**config.mk**
```make
export PLATFORM = sky130hd
export DESIGN_NAME = if_stage
export DESIGN_NICKNAME = d
export VERILOG_FILES = /design/src/rtl/rv32i_pkg.sv /design/src/rtl/if_id_reg.sv /design/src/rtl/if_stage.sv
export SDC_FILE = /design/constraint.sdc
export NUM_CORES = 1
export LEC_CHECK = 0
export CORE_UTILIZATION = 48
export DETAILED_ROUTE_END_ITERATION = 10
export GPL_ROUTABILITY_DRIVEN = 0
export HOLD_SLACK_MARGIN = 0.08
export PLACE_DENSITY = 0.91
export SETUP_SLACK_MARGIN = 0.15
export SYNTH_ARGS = -nofsm -noshare
export SYNTH_HDL_FRONTEND = slang
export SYNTH_SLANG_ARGS = --single-unit
```
**constraint.sdc**
```tcl
create_clock -name clk -period 6.21 [get_ports clk]
set_input_delay 0.621 -clock clk [delete_from_list [all_inputs] [get_ports clk]]
set_output_delay 0.621 -clock clk [all_outputs]
set_load 0.02 [all_outputs]
```
**src/rtl/rv32i_pkg.sv**
```systemverilog
// Shared RV32I pipeline types: IF/ID payload, fetch FSM states and the bubble encoding.
package rv32i_pkg;

  localparam int XLEN = 32;
  localparam logic [XLEN-1:0] NOP_INST = 32'h0000_0013;

  typedef struct packed {
    logic            valid;
    logic [XLEN-1:0] pc;
    logic [XLEN-1:0] pc4;
    logic [XLEN-1:0] inst;
    logic            misalign;
  } if_id_t;

  typedef enum logic {
    RUN  = 1'b0,
    TRAP = 1'b1
  } fetch_state_e;

  function automatic if_id_t make_bubble(input logic [XLEN-1:0] nop);
    if_id_t b;
    b.valid    = 1'b0;
    b.pc       = '0;
    b.pc4      = '0;
    b.inst     = nop;
    b.misalign = 1'b0;
    return b;
  endfunction

endpackage

```
**src/rtl/if_id_reg.sv**
```systemverilog
// IF/ID pipeline register: flush (or reset) loads a bubble, otherwise loads d_i when enabled.
module if_id_reg
  import rv32i_pkg::*;
#(
  parameter logic [31:0] NOP_INST = rv32i_pkg::NOP_INST
) (
  input  logic   clk,
  input  logic   rst_n,
  input  logic   en_i,
  input  logic   flush_i,
  input  if_id_t d_i,
  output if_id_t q_o
);

  if_id_t if_id_q;

  // Flush outranks enable so a redirect squashes the entry even under stall.
  always_ff @(posedge clk) begin
    if (!rst_n || flush_i) begin
      if_id_q <= make_bubble(NOP_INST);
    end else if (en_i) begin
      if_id_q <= d_i;
    end
  end

  assign q_o = if_id_q;

endmodule

```
**src/rtl/if_stage.sv**
```systemverilog
// RV32I instruction-fetch stage: PC register, next-PC selection, misaligned-fetch trap FSM
// and the IF/ID pipeline register.
module if_stage
  import rv32i_pkg::*;
#(
  parameter logic [31:0] RESET_PC = 32'h0000_0000,
  parameter logic [31:0] NOP_INST = 32'h0000_0013
) (
  input  logic        clk,
  input  logic        rst_n,
  output logic [31:0] imem_addr_o,
  input  logic [31:0] imem_inst_i,
  input  logic        stall_i,
  input  logic        redirect_i,
  input  logic [31:0] redirect_pc_i,
  output logic        if_id_valid_o,
  output logic [31:0] if_id_pc_o,
  output logic [31:0] if_id_pc4_o,
  output logic [31:0] if_id_inst_o,
  output logic        if_id_misalign_o,
  output logic        fetch_halted_o
);

  logic [31:0]  pc_q, pc_d;
  logic [31:0]  pc_plus4;
  fetch_state_e state_q, state_d;
  if_id_t       if_id_d, if_id_q;
  logic         if_id_en;

  assign pc_plus4 = pc_q + 32'd4;

  always_comb begin
    pc_d     = pc_q;
    state_d  = state_q;
    if_id_d  = make_bubble(NOP_INST);
    if_id_en = !stall_i;
    if (redirect_i) begin
      pc_d    = redirect_pc_i;
      state_d = RUN;
    end else if (!stall_i) begin
      unique case (state_q)
        RUN: begin
          if_id_d.valid = 1'b1;
          if_id_d.pc    = pc_q;
          if_id_d.pc4   = pc_plus4;
          // A misaligned PC becomes an exception entry and freezes fetch until redirected.
          if (pc_q[1:0] != 2'b00) begin
            if_id_d.misalign = 1'b1;
            state_d          = TRAP;
          end else begin
            if_id_d.inst = imem_inst_i;
            pc_d         = pc_plus4;
          end
        end
        TRAP: begin
          if_id_d = make_bubble(NOP_INST);
        end
        default: begin
          state_d = RUN;
        end
      endcase
    end
  end

  always_ff @(posedge clk) begin
    if (!rst_n) begin
      pc_q    <= RESET_PC;
      state_q <= RUN;
    end else begin
      pc_q    <= pc_d;
      state_q <= state_d;
    end
  end

  if_id_reg #(
    .NOP_INST (NOP_INST)
  ) u_if_id_reg (
    .clk     (clk),
    .rst_n   (rst_n),
    .en_i    (if_id_en),
    .flush_i (redirect_i),
    .d_i     (if_id_d),
    .q_o     (if_id_q)
  );

  assign imem_addr_o      = pc_q;
  assign if_id_valid_o    = if_id_q.valid;
  assign if_id_pc_o       = if_id_q.pc;
  assign if_id_pc4_o      = if_id_q.pc4;
  assign if_id_inst_o     = if_id_q.inst;
  assign if_id_misalign_o = if_id_q.misalign;
  assign fetch_halted_o   = (state_q == TRAP);

endmodule
```
Yosys cells after proc, flatten, opt, wreduce, memory -nomap -nowiden
Index checks and enable logic that the tools add are counted.
{"block": "op_classes", "addsub": 1, "mul": 0, "div_mod_pow": 0, "n_lt_le_gt_ge": 0, "eq_ne": 3, "n_shift": 0, "muxes": 9, "bitwise_logic": 2, "n_reduce_logical": 5}
{"operator": "$pmux 98 s2", "count": 1}
{"operator": "$mux 32", "count": 5}
{"operator": "$mux 98", "count": 1}
{"operator": "$add 32x3->32 const B", "count": 1}
{"operator": "$ne 2x2->1 const B", "count": 2}
{"operator": "$reduce_and 3->1", "count": 1}
{"operator": "$mux 1", "count": 2}
{"operator": "$ne 2x1->1 const B", "count": 1}
{"operator": "$not 1->1", "count": 2}
{"operator": "$reduce_bool 2->1", "count": 1}
{"operator": "$reduce_or 2->1", "count": 1}
{"operator": "$logic_not 1->1", "count": 1}
{"operator": "$logic_or 1x1->1", "count": 1}
{"block": "word_totals", "regBits": 131, "latch_bits": 0, "ram_bits": 0, "rom_bits": 0, "input_bits": 68, "output_inout_bits": 131, "mem_count": 0}

Depth between registers and ports, before layout
Gate-level depths: netlist of run 1.
{"block": "depth", "word_depth": 5, "ltp_mapped": 8}

By module
A second synthesis of run 1 with hierarchy kept.
{"block": "hier_totals", "cells_unflattened": 733, "area_unflattened_um2": 6528.8}
{"mod": "if_id_reg", "n_inst": 1, "cells_per_inst": 317, "area_each_um2": 3599.7, "seq_area_each_um2": 1961.9}
{"mod": "if_stage", "n_inst": 1, "cells_per_inst": 416, "area_each_um2": 2929.1, "seq_area_each_um2": 660.6}

Least setup slack after synthesis of run 1
OpenSTA, ideal clock, no wires.
{"block": "synth_timing", "path_type": "register to register", "from": "register pc_q[2], in the netlist imem_addr_o[2]", "to": "register pc_q[22], in the netlist imem_addr_o[22]", "setup_ps": 133, "t_arrival_ps": 2071, "setup_slack_ps": 4006, "path_stages_with_launch": 8, "synth_period_minus_slack_ps": 2204, "cell_sequence": "dfxtp_1 ha_1 nand3_2 or4_1 buf_2 nor4_2 xnor2_1 a21oi_1"}
{"block": "synth_via", "elab_chain_cells": 5}
{"element": "start, declared", "line": "if_stage.sv:24", "source": "logic [31:0] pc_q, pc_d;"}
{"element": "start signal, assigned", "line": "if_stage.sv:70", "source": "pc_q <= pc_d;"}
{"element": "$add 32x3->32", "line": "if_stage.sv:30", "source": "assign pc_plus4 = pc_q + 32'd4;"}
{"element": "$mux 32", "line": "if_stage.sv:47", "source": "if (pc_q[1:0] != 2'b00) begin"}
{"element": "$mux 32", "line": "if_stage.sv:41", "source": "unique case (state_q)"}
{"element": "$mux 32", "line": "if_stage.sv:40", "source": "end else if (!stall_i) begin"}
{"element": "$mux 32", "line": "if_stage.sv:37", "source": "if (redirect_i) begin"}
Every way passes these cells. The select of a mux whose other input is x is not followed.
A chain may end at the register's enable or synchronous reset.

Worst setup path after layout of run 1
{"block": "layout_timing", "from": "input port redirect_i", "to": "register, netlist name u_if_id_reg.q_o[45]"}
{"block": "layout_via", "elab_chain_cells": 1}
{"element": "start, declared", "line": "if_stage.sv:14", "source": "input logic redirect_i,"}
{"element": "$mux 98 or $logic_or 1x1->1 (tied branches)", "line": "if_stage.sv:37, if_id_reg.sv:19"}
Parallel ways exist; a longest one is shown, timed or not.

==> qor.txt, run 1 <==
Top cells by instance count after synthesis -> dfxtp_1 (129), nor2_1 (83), a22oi_1 (67)
Gr usage total -> 30.3%
Area of the mapped netlist -> 5380 um2
First-pass GRT wire length -> 26800 um
Final setup violation count -> 0
Status -> finished clean
Final HPWL DP -> 12100 um
VDD IR-drop max -> 173 uV
CTS Sinks -> 129
Clk Tree Root Cell -> clkbuf_8
RSZ-0062 raised after global routing -> no
Final slew viol count -> 0
Max Cap Viol -> 0
Vias in the first global route -> 5210
WL/cell -> 18.9 um
Hold-fix buffers, CTS -> 0
DRC -> 0
Clk buf depth -> 2
Top-area cell type share of the netlist area -> 48.0%
Area delta synth->final -> 49.3%
Port-buffer cells -> 198
Deepest level of the CTS H-tree -> 4
Largest family of logic cells by synthesized area -> simple AND/OR/NAND/NOR gates
Finished Layout Cells -> 938
Register area share after synthesis -> 48.0%
# rows -> 38
Total die area -> 11600 um2
Max_slew headroom -> 27.5%
Post-Synth XOR/XNOR Area -> 8.95%
Synth Flop Type -> dfxtp_1
Post-synthesis mux area share -> 0.372%
Hold Violations, Final -> 0
Req. time, crit path -> 6.59 ns
CP max stage delay -> 0.98 ns
Fin crit share -> 50.8%
Total congestion overflow -> 0
Worst-margin pin slew -> 1.08 ns
CP delay by family, top -> buffers and inverters
Drt first pass iters -> 5
Inst Count DP -> 906
Post-synth cell types -> 44
Num ports -> 199
CTS tree -> yes
Leakage -> 2.69 nW
Chip height -> 108 um
Largest net degree at the start of global routing -> 77
DR iter-0 viols -> 463
Layout cells sized above 1 -> 7.52%
Clk_lat worst skew -> 0.53 ns
Post-layout min period -> 3.16 ns
Inserted Clock Buffers -> 17
Max FO, Critical Path -> 57
Setup TNS after final layout -> 0 ns
HP Class -> reg2reg
CORE AREA -> 10900 um2
Post-synth top area cell -> dfxtp_1
CP Capture Type -> register
Yosys reg bits -> 129
Post-Syn Nets -> 684
Crit path DAT -> 3.53 ns
Asr flop ratio synth -> 0%
CP Buf/Inv Count -> 5
Number of diodes -> 0
CP Launch Type -> primary input
Antenna Nets Post-Route -> 0
Initial antenna violation count -> 0
Top-count cell post-synth -> dfxtp_1
Post-CTS Setup Inserts -> 0
Die width -> 108 um
Post-Route Skew -> 0.00657 ns
Cell count after synthesis -> 615
Final WL -> 17700 um
Syn avg cell area -> 8.75 um2
Synth Area in Adders -> 0.233%
Ys Warns -> 0
Worst path slowest cell -> clkdlybuf4s50_1
Via-to-Cell Ratio -> 5.83
Ranking of synthesized cells by area -> dfxtp_1 (48%), a22oi_1 (9.3%), xnor2_1 (6.7%)
Clk slew on worst S/H paths -> 0.06 ns
Vias -> 5469
Number of flops mapped to enable cells by yosys -> 0
Synth Area in Compound Gates -> 17.9%
Most Frequent Cell on Critical Path -> buf_4
Fmax -> 317 MHz
Nets -> 854
Pwr/cell area -> 278 nW/um2
Resized Gates After CTS -> 0
Simple-gate share of the synthesized area -> 20.0%
Critical path type -> in2reg
Cells along the critical path -> clkdlybuf4s50_1 -> clkinv_1 -> buf_4 -> nand2_2 -> buf_4 -> nor2_1 -> buf_4 -> nand2_1 -> o21ai_0
Initial Util -> 49.4%
==> cell families (layout without fill, tap and decap cells) <==
family                   Yosys count  count (layout)
AO/OA/AOI/OAI                    153             153
XOR/XNOR                          55              55
adder cells (fa/ha/maj)            1               1
buffers and inverters             57             240
flip-flops                       129             129
multiplexers                       2               2
AND/OR/NAND/NOR                  218             218
==> through the flow <==
| step | power [mW] | utilization, % | setup WS, ns | hold slack (ns) | area, um2 |
|---|---|---|---|---|---|
| final | 2.23 | 73.8 | 3.05 | 0.456 | 8030 |
| after global routing | 2.29 | 73.8 | 2.92 | 0.470 | 8030 |
| after CTS | 2.23 | 73.8 | 3.13 | 0.451 | 8030 |
| after detailed placement | 1.14 | 67.7 | 2.62 | 0.443 | 7370 |
| after global placement | 1.13 | 67.7 | 2.73 | 0.440 | 7370 |
| after floorplan | 1.01 | - | 4.01 | 0.523 | 5380 |
==> worst paths after layout <==
kind                            depth (start not counted)           startpoint  slack, ns                   to
worst min register to register                          2  u_if_id_reg.q_o[64]       0.46  u_if_id_reg.q_o[64]
worst max register to register                          6       imem_addr_o[2]       3.67      imem_addr_o[20]
worst max-delay path                                    9           redirect_i       3.05  u_if_id_reg.q_o[45]
worst min-delay path                                    2  u_if_id_reg.q_o[64]       0.46  u_if_id_reg.q_o[64]
==> worst register-to-register path: stages (launching register included) <==
cell     delay [ns]
dfxtp_1        0.48
ha_1           0.28
nand3_2        0.16
nor4_2         0.86
nand4_1        0.24
xor2_1         0.27
a21oi_1        0.11
==> state kept, by name, indices dropped and copies added (netlist names) <==
name / count
fetch_halted_o: 1
imem_addr_o: 32
u_if_id_reg.q_o: 96
==> cells in the final DEF, fill, tap and decap left out, drive strengths merged, types with 3 or more instances in the layout <==
cell type	n
o22ai	3
a22oi	67
a21oi	26
nor3	23
buf	8
xnor2	41
clkbuf	23
and2	7
nand3	14
nor4	9
nor2b	4
clkdlybuf4s50	197
nor2	83
dfxtp	129
nand2	57
bufinv	5
xor2	14
and3	5
o21ai	51
nand4	8
or4	3
clkinv	3
==> per-layer routing <==
| metal | track usage [%] | wire length [um] | vias up |
|---|---|---|---|
| met4 | 15.9 | 662 | 0 |
| met1 | 37.6 | 7120 | 2616 |
| met2 | 48.8 | 8690 | 290 |
| li1 | - | - | 2493 |
| met3 | 6.84 | 1260 | 70 |
| met5 | 0 | 0 | - |
==> cell type report <==
cell class | count | area [um2]
Inverter | 3 | 11.3
Clock buffer | 23 | 487
Clock inverter | 9 | 175
Fill cell | 741 | 2860
Timing Repair Buffer | 205 | 2030
Sequential cell | 129 | 2580
Tap cell | 140 | 175
Multi-Input combinational cell | 429 | 2570
==> where the power goes <==
part           internal [mW]  switching (mW)  leakage (nW)
logic                  0.113           0.121          1.32
registers              0.851          0.0411          1.05
clock network          0.745           0.361         0.320
No activity file was read; power rests on OpenSTA's default activity.
==> run 2: changes to the inputs <==
--- a/config.mk
+++ b/config.mk
@@ -5,11 +5,11 @@
 export SDC_FILE = /design/constraint.sdc
 export NUM_CORES = 1
 export LEC_CHECK = 0
-export CORE_UTILIZATION = 48
+export CORE_UTILIZATION = 40
 export DETAILED_ROUTE_END_ITERATION = 10
 export GPL_ROUTABILITY_DRIVEN = 0
 export HOLD_SLACK_MARGIN = 0.08
-export PLACE_DENSITY = 0.91
+export PLACE_DENSITY = 0.81
 export SETUP_SLACK_MARGIN = 0.15
 export SYNTH_ARGS = -nofsm -noshare
 export SYNTH_HDL_FRONTEND = slang
==> constraint.sdc (replaced) <==
create_clock -name clk -period 2.8 [get_ports clk]
set_input_delay 0.28 -clock clk [delete_from_list [all_inputs] [get_ports clk]]
set_output_delay 0.28 -clock clk [all_outputs]
set_load 0.02 [all_outputs]
==> run 2 against run 1 <==
  * Largest cell class unchanged
  * Worst hold slack got worse by 0.24 ns
  * Highest routed layer unchanged
  * Critical path type is now reg2reg
  * Routed wire length fell by 5.2%
  * Via count fell by 4.6%
  * Combinational power rose by 130%
  * Sequential power rose by 120%
  * Final area rose by 1.4%
  * Final cell count rose by 4.9%
==> qor.txt, run 2 (synthesis results as in run 1) <==
Reg2reg end -> imem_addr_o[22] (was imem_addr_o[20])
Inserted Clock Buffers -> 17 (unchanged)
HP Start -> stall_i (was u_if_id_reg.q_o[64])
Clk slew on worst S/H paths -> 0.06 ns (about the same)
CTS Sinks -> 129 (unchanged)
Instance area after placement -> 7490 um2 (was 7370 um2)
Worst-margin pin slew -> 0.796 ns (was 1.08 ns)
Largest net degree at the start of global routing -> 46 (was 77)
Layout cells sized above 1 -> 8.66% (was 7.52%)
Sw Ratio -> 24.1% (was 23.4%)
Post-CTS Setup Inserts -> 0 (unchanged)
Post-Route Skew -> 0.00698 ns (was 0.00657 ns)
Clk Tree Root Cell -> clkbuf_16 (was clkbuf_8)
Reg power frac -> 39.7% (was 40.0%)
Inst Count DP -> 952 (was 906)
Area delta synth->final -> 51.3% (was 49.3%)
Via-to-Cell Ratio -> 5.30 (was 5.83)
Hold Violations, Final -> 0 (unchanged)
CORE AREA -> 13200 um2 (was 10900 um2)
Port-buffer cells -> 198 (unchanged)
Final HPWL DP -> 11800 um (was 12100 um)
P_int -> 3.75 mW (was 1.71 mW)
CTS tree -> yes (unchanged)
Util after Layout -> 61.7% (was 73.8%)
Comb pwr share -> 10.7% (was 10.5%)
Critical path type -> reg2reg (was in2reg)
Clk_lat worst skew -> 0.42 ns (was 0.53 ns)
Fmax -> 434 MHz
Pwr/cell area -> 607 nW/um2 (was 278 nW/um2)
HP Class -> in2reg (was reg2reg)
Gr usage total -> 24.8% (was 30.3%)
Final WL -> 16800 um (was 17700 um)
Multi-input gate area -> 2570 um2 (unchanged)
First-pass GRT wire length -> 26800 um (about the same)
DR iter-0 viols -> 369 (was 463)
Vias -> 5220 (was 5469)
Finished Layout Cells -> 984 (was 938)
Deepest level of the CTS H-tree -> 4 (unchanged)
Clock power frac -> 49.5% (about the same)
WL/cell -> 17.1 um (was 18.9 um)
CP Launch Type -> register (was primary input)
Chip height -> 118 um (was 108 um)
Setup TNS after final layout -> 0 ns (unchanged)
Vias in the first global route -> 4997 (was 5210)
Final slew viol count -> 0 (unchanged)
Initial antenna violation count -> 0 (unchanged)
Num ports -> 199 (unchanged)
Worst Reg-to-Reg Cells -> 6 (unchanged)
VDD IR-drop max -> 476 uV (was 173 uV)
DRC -> 0 (unchanged)
Max Cap Viol -> 0 (unchanged)
RSZ-0062 raised after global routing -> no (unchanged)
Max_slew headroom -> 46.8% (was 27.5%)
Flop-to-flop setup slack -> 0.49 ns (was 3.67 ns)
Largest register FFs -> 96 (unchanged)
Leakage -> 2.73 nW (was 2.69 nW)
Commonest non-fill, non-tap cell in the layout -> clkdlybuf4s50_1 (unchanged)
Post-route worst setup slack -> 0.495 ns (was 3.05 ns)
Hold-fix buffers, CTS -> 0 (unchanged)
NetSw -> 1.19 mW (was 523 uW)
Req. time, crit path -> 3.09 ns (was 6.59 ns)
Fin crit share -> 82.3%
Drt first pass iters -> 5 (unchanged)
Most frequent cells in the layout -> clkdlybuf4s50_1 (197), dfxtp_1 (129), nor2_1 (83) (unchanged)
Status -> finished clean (unchanged)
Antenna Nets Post-Route -> 0 (unchanged)
Clk buf depth -> 2 (unchanged)
Seq. cell area -> 2580 um2 (unchanged)
Initial Util -> 40.8% (was 49.4%)
Total die area -> 13900 um2 (was 11600 um2)
CP Capture Type -> register (unchanged)
Hold path endpoint -> u_if_id_reg.q_o[36] (was u_if_id_reg.q_o[64])
Max FO, Critical Path -> 10 (was 57)
Final instance area -> 8140 um2 (was 8030 um2)
Final setup violation count -> 0 (unchanged)
# rows -> 42 (was 38)
Total congestion overflow -> 0 (unchanged)
Worst slack, placed -> 0.530 ns (was 2.62 ns)
Nets -> 864 (was 854)
Resized Gates After CTS -> 0 (unchanged)
Post-layout min period -> 2.31 ns
FILL cells -> 1092 (was 741)
Die width -> 118 um (was 108 um)
Number of diodes -> 0 (unchanged)
Crit path DAT -> 2.60 ns (was 3.53 ns)
Reg2reg start -> imem_addr_o[3] (was imem_addr_o[2])
Hold Path Depth -> 3 (was 2)
run 2: through the flow:
| step | total power [mW] | hold WS (ns) |
|---|---|---|
| after global routing | 5.11 | 0.228 |
| after detailed placement | 2.53 | 0.440 |
| after floorplan | 2.25 | 0.405 |
| final | 4.95 | 0.216 |
| after CTS | 4.97 | 0.206 |
| after global placement | 2.52 | 0.435 |
run 2: layer usage:
metal / share of wire (%) / GRT usage, % / vias to the layer above
li1: - / - / 2504
met1: 44 / 31.3 / 2480
met2: 48 / 39.6 / 199
met3: 5.7 / 6.35 / 37
met4: 3.0 / 11.1 / 0
met5: 0 / 0 / -
run 2: area by class of cell:
type	instances	share of cell area (%)
tap	176	2.70
inverter	3	0.138
multi-input combinational	429	31.6
timing repair buffer	215	25.8
clock inverter	13	2.57
clock buffer	19	5.44
sequential	129	31.7
run 2: worst max-delay path by stage:
stage | start | end | slack [ns] | depth (start not counted)
2_1_floorplan | imem_addr_o[2] | imem_addr_o[22] | 0.60 | 7
3_3_place_gp | imem_addr_o[3] | imem_addr_o[22] | 0.58 | 6
3_5_place_dp | imem_addr_o[3] | imem_addr_o[24] | 0.53 | 6
4_1_cts | imem_addr_o[3] | imem_addr_o[24] | 0.51 | 6
5_1_grt | imem_addr_o[3] | u_if_id_reg.q_o[61] | 0.32 | 6
6_report | imem_addr_o[3] | imem_addr_o[22] | 0.49 | 6
run 2: critical path: stages (launching register included):
cell and delay [ns]:
dfxtp_1 0.41, ha_1 0.25, nand3_2 0.15, or4_1 0.76, nor4_2 0.36, xnor2_1 0.16
a21oi_1 0.08
run 2: power by group through the flow:
stage / registers [mW] / logic, mW / clock network, mW
2_1_floorplan: 2.04 / 0.210 / 0
3_3_place_gp: 2.00 / 0.523 / 0
3_5_place_dp: 2.00 / 0.527 / 0
4_1_cts: 1.96 / 0.530 / 2.48
5_1_grt: 1.97 / 0.567 / 2.57
6_report: 1.96 / 0.531 / 2.45
==> run 3: changes to the inputs <==
==> constraint.sdc (replaced) <==
create_clock -name clk -period 1.9 [get_ports clk]
set_input_delay 0.19 -clock clk [delete_from_list [all_inputs] [get_ports clk]]
set_output_delay 0.19 -clock clk [all_outputs]
set_load 0.02 [all_outputs]
==> run 3 against run 2 <==
  * The flow now finishes with violations (negative setup slack)
  * Final cell count is 5.7% higher
  * Sequential power increased by 45%
  * Non-clock buffer count rose by 56
  * Clock skew up 0.0037 ns
  * Combinational power up 78%
  * Fmax is 19% higher
  * Final area rose by 9.2%
  * Critical path type unchanged
  * Critical endpoint is now imem_addr_o[23]
  * Highest routed layer unchanged
==> qor.txt, run 3 (synthesis results as in run 1) <==
Status -> complete, but fails checks (was finished clean)
Failing checks -> negative setup slack
CP Launch Type -> register (unchanged)
VDD IR-drop max -> 535 uV (was 476 uV)
Final setup violation count -> 1 (was 0)
Antenna Nets Post-Route -> 0 (unchanged)
Most frequent cells in the layout -> clkdlybuf4s50_1 (174), dfxtp_1 (117), nor2_1 (81) (was clkdlybuf4s50_1 (197), dfxtp_1 (129), nor2_1 (83))
Chip height -> 118 um (unchanged)
CP Capture Type -> register (unchanged)
Post-Route Skew -> 0.0107 ns (was 0.00698 ns)
Reg2reg start -> imem_addr_o[8] (was imem_addr_o[3])
Area delta synth->final -> 65.2% (was 51.3%)
Via-to-Cell Ratio -> 5.47 (was 5.30)
Cells along the critical path -> nand4_4 -> or4_4 -> buf_12 -> nor3_1 -> xnor2_1 -> a21oi_1 (was ha_1 -> nand3_2 -> or4_1 -> nor4_2 -> xnor2_1 -> a21oi_1)
Commonest non-fill, non-tap cell in the layout -> clkdlybuf4s50_1 (unchanged)
DRC -> 0 (unchanged)
Final WL -> 18900 um (was 16800 um)
Hold Violations, Final -> 0 (unchanged)
Max_slew headroom -> 61.4% (was 46.8%)
HP Class -> in2reg (unchanged)
Fin crit share -> 102% (was 82.3%)
Layout cells sized above 1 -> 18.3% (was 8.66%)
Max FO, Critical Path -> 7 (was 10)
First-pass GRT wire length -> 28400 um (was 26800 um)
Multi-input gate area -> 2830 um2 (was 2570 um2)
# rows -> 42 (unchanged)
Largest net degree at the start of global routing -> 55 (was 46)
Pwr/cell area -> 808 nW/um2 (was 607 nW/um2)
Flop-to-flop setup slack -> -0.03 ns (was 0.49 ns)
CORE AREA -> 13200 um2 (unchanged)
CTS Sinks -> 129 (unchanged)
WL/cell -> 18.2 um (was 17.1 um)
Inst Count DP -> 993 (was 952)
Inserted Clock Buffers -> 17 (unchanged)
Worst-margin pin slew -> 0.579 ns (was 0.796 ns)
Final slew viol count -> 0 (unchanged)
Worst path slowest cell -> or4_4 (was or4_1)
CP delay by family, top -> simple AND/OR/NAND/NOR gates (unchanged)
RSZ-0062 raised after global routing -> yes (was no)
Final HPWL DP -> 12300 um (was 11800 um)
Clk slew on worst S/H paths -> 0.06 ns (about the same)
Initial antenna violation count -> 0 (unchanged)
Hold Path Depth -> 3 (unchanged)
Clk Tree Root Cell -> clkbuf_16 (unchanged)
Clk_lat worst skew -> 0.42 ns (about the same)
Max Cap Viol -> 0 (unchanged)
CP Buf/Inv Count -> 1 (was 0)
CTS tree -> yes (unchanged)
Post-layout min period -> 1.93 ns (was 2.31 ns)
Critical path type -> reg2reg (unchanged)
Worst Reg-to-Reg Cells -> 6 (unchanged)
Die width -> 118 um (unchanged)
Port-buffer cells -> 198 (unchanged)
FILL cells -> 988 (was 1092)
Hold-fix buffers, CTS -> 0 (unchanged)
Gr usage total -> 26.1% (was 24.8%)
Nets -> 920 (was 864)
Crit path DAT -> 2.23 ns (was 2.60 ns)
Clk buf depth -> 2 (unchanged)
Reg2reg end -> imem_addr_o[23] (was imem_addr_o[22])
Post-route worst setup slack -> -0.0298 ns (was 0.495 ns)
HP Start -> stall_i (unchanged)
Initial Util -> 40.8% (unchanged)
Total die area -> 13900 um2 (unchanged)
Finished Layout Cells -> 1040 (was 984)
Number of diodes -> 0 (unchanged)
Seq. cell area -> 2610 um2 (was 2580 um2)
Leakage -> 3.55 nW (was 2.73 nW)
DR iter-0 viols -> 459 (was 369)
Deepest level of the CTS H-tree -> 4 (unchanged)
Final instance area -> 8890 um2 (was 8140 um2)
Vias -> 5692 (was 5220)
Vias in the first global route -> 5444 (was 4997)
Fmax -> 518 MHz (was 434 MHz)
Drt first pass iters -> 6 (was 5)
CP max stage delay -> 0.57 ns (was 0.76 ns)
Hold path endpoint -> imem_addr_o[31] (was u_if_id_reg.q_o[36])
Req. time, crit path -> 2.20 ns (was 3.09 ns)
Num ports -> 199 (unchanged)
Largest register FFs -> 96 (unchanged)
Instance area after placement -> 7910 um2 (was 7490 um2)
Total congestion overflow -> 0 (unchanged)
==> run 3: metal layers <==
layer / global-route usage, % / vias up / wire length (um)
li1: - / 2627 / -
met1: 32.7 / 2740 / 7860
met2: 41.5 / 262 / 8990
met3: 7.56 / 63 / 1330
met4: 11.7 / 0 / 716
met5: 0 / - / 0
==> run 3: worst max path at each step <==
| stage | from | endpoint | slack (ns) | depth (start not counted) |
|---|---|---|---|---|
| floorplan | imem_addr_o[2] | imem_addr_o[22] | 0.002 | 7 |
| global placement | imem_addr_o[3] | imem_addr_o[22] | 0.06 | 7 |
| detailed placement | imem_addr_o[11] | u_if_id_reg.q_o[58] | 0.002 | 6 |
| CTS | imem_addr_o[8] | imem_addr_o[21] | 0.08 | 7 |
| global route | imem_addr_o[8] | imem_addr_o[23] | -0.11 | 6 |
| finish | imem_addr_o[8] | imem_addr_o[23] | -0.03 | 6 |
==> run 3: area by class of cell <==
| type | count | area share, % |
|---|---|---|
| clock buffers | 23 | 5.50 |
| clock inverters | 9 | 1.44 |
| inverters | 3 | 0.127 |
| multi-input cells | 429 | 31.8 |
| flip-flops and latches | 129 | 29.3 |
| well taps | 176 | 2.48 |
| repair buffers | 271 | 29.3 |
==> run 3: through the flow <==
step	setup slack [ns]	setup TNS [ns]	hold slack [ns]	power [mW]	util [%]
after floorplan	0.00222	0	0.315	3.33	-
after global placement	0.0646	0	0.432	3.80	60.0
after detailed placement	0.00153	0	0.439	3.81	60.0
after CTS	0.0830	0	0.190	7.17	65.5
after global routing	-0.105	-0.262	0.152	7.40	67.4
final	-0.0298	-0.0298	0.152	7.18	67.4
==> run 3: timing repair <==
item,CTS,global route
gates resized for setup,22,45
buffers inserted,7,6
cloned,1,1
setup endpoints to repair,38,53
pin swaps,13,30
==> run 3: power breakdown <==
part / internal [mW] / switching (mW)
registers: 2.78 / 0.0639
clock network: 2.20 / 1.19
logic: 0.446 / 0.497
==> run 3: worst register-to-register path: cells and delay by family (launching register included) <==
| kind | cells | cell delay (ns) |
|---|---|---|
| flip-flops | 1 | 0.36 |
| buffers and inverters | 1 | 0.17 |
| AND/OR/NAND/NOR | 3 | 1.02 |
| XOR/XNOR | 1 | 0.18 |
| AO/OA/AOI/OAI | 1 | 0.09 |
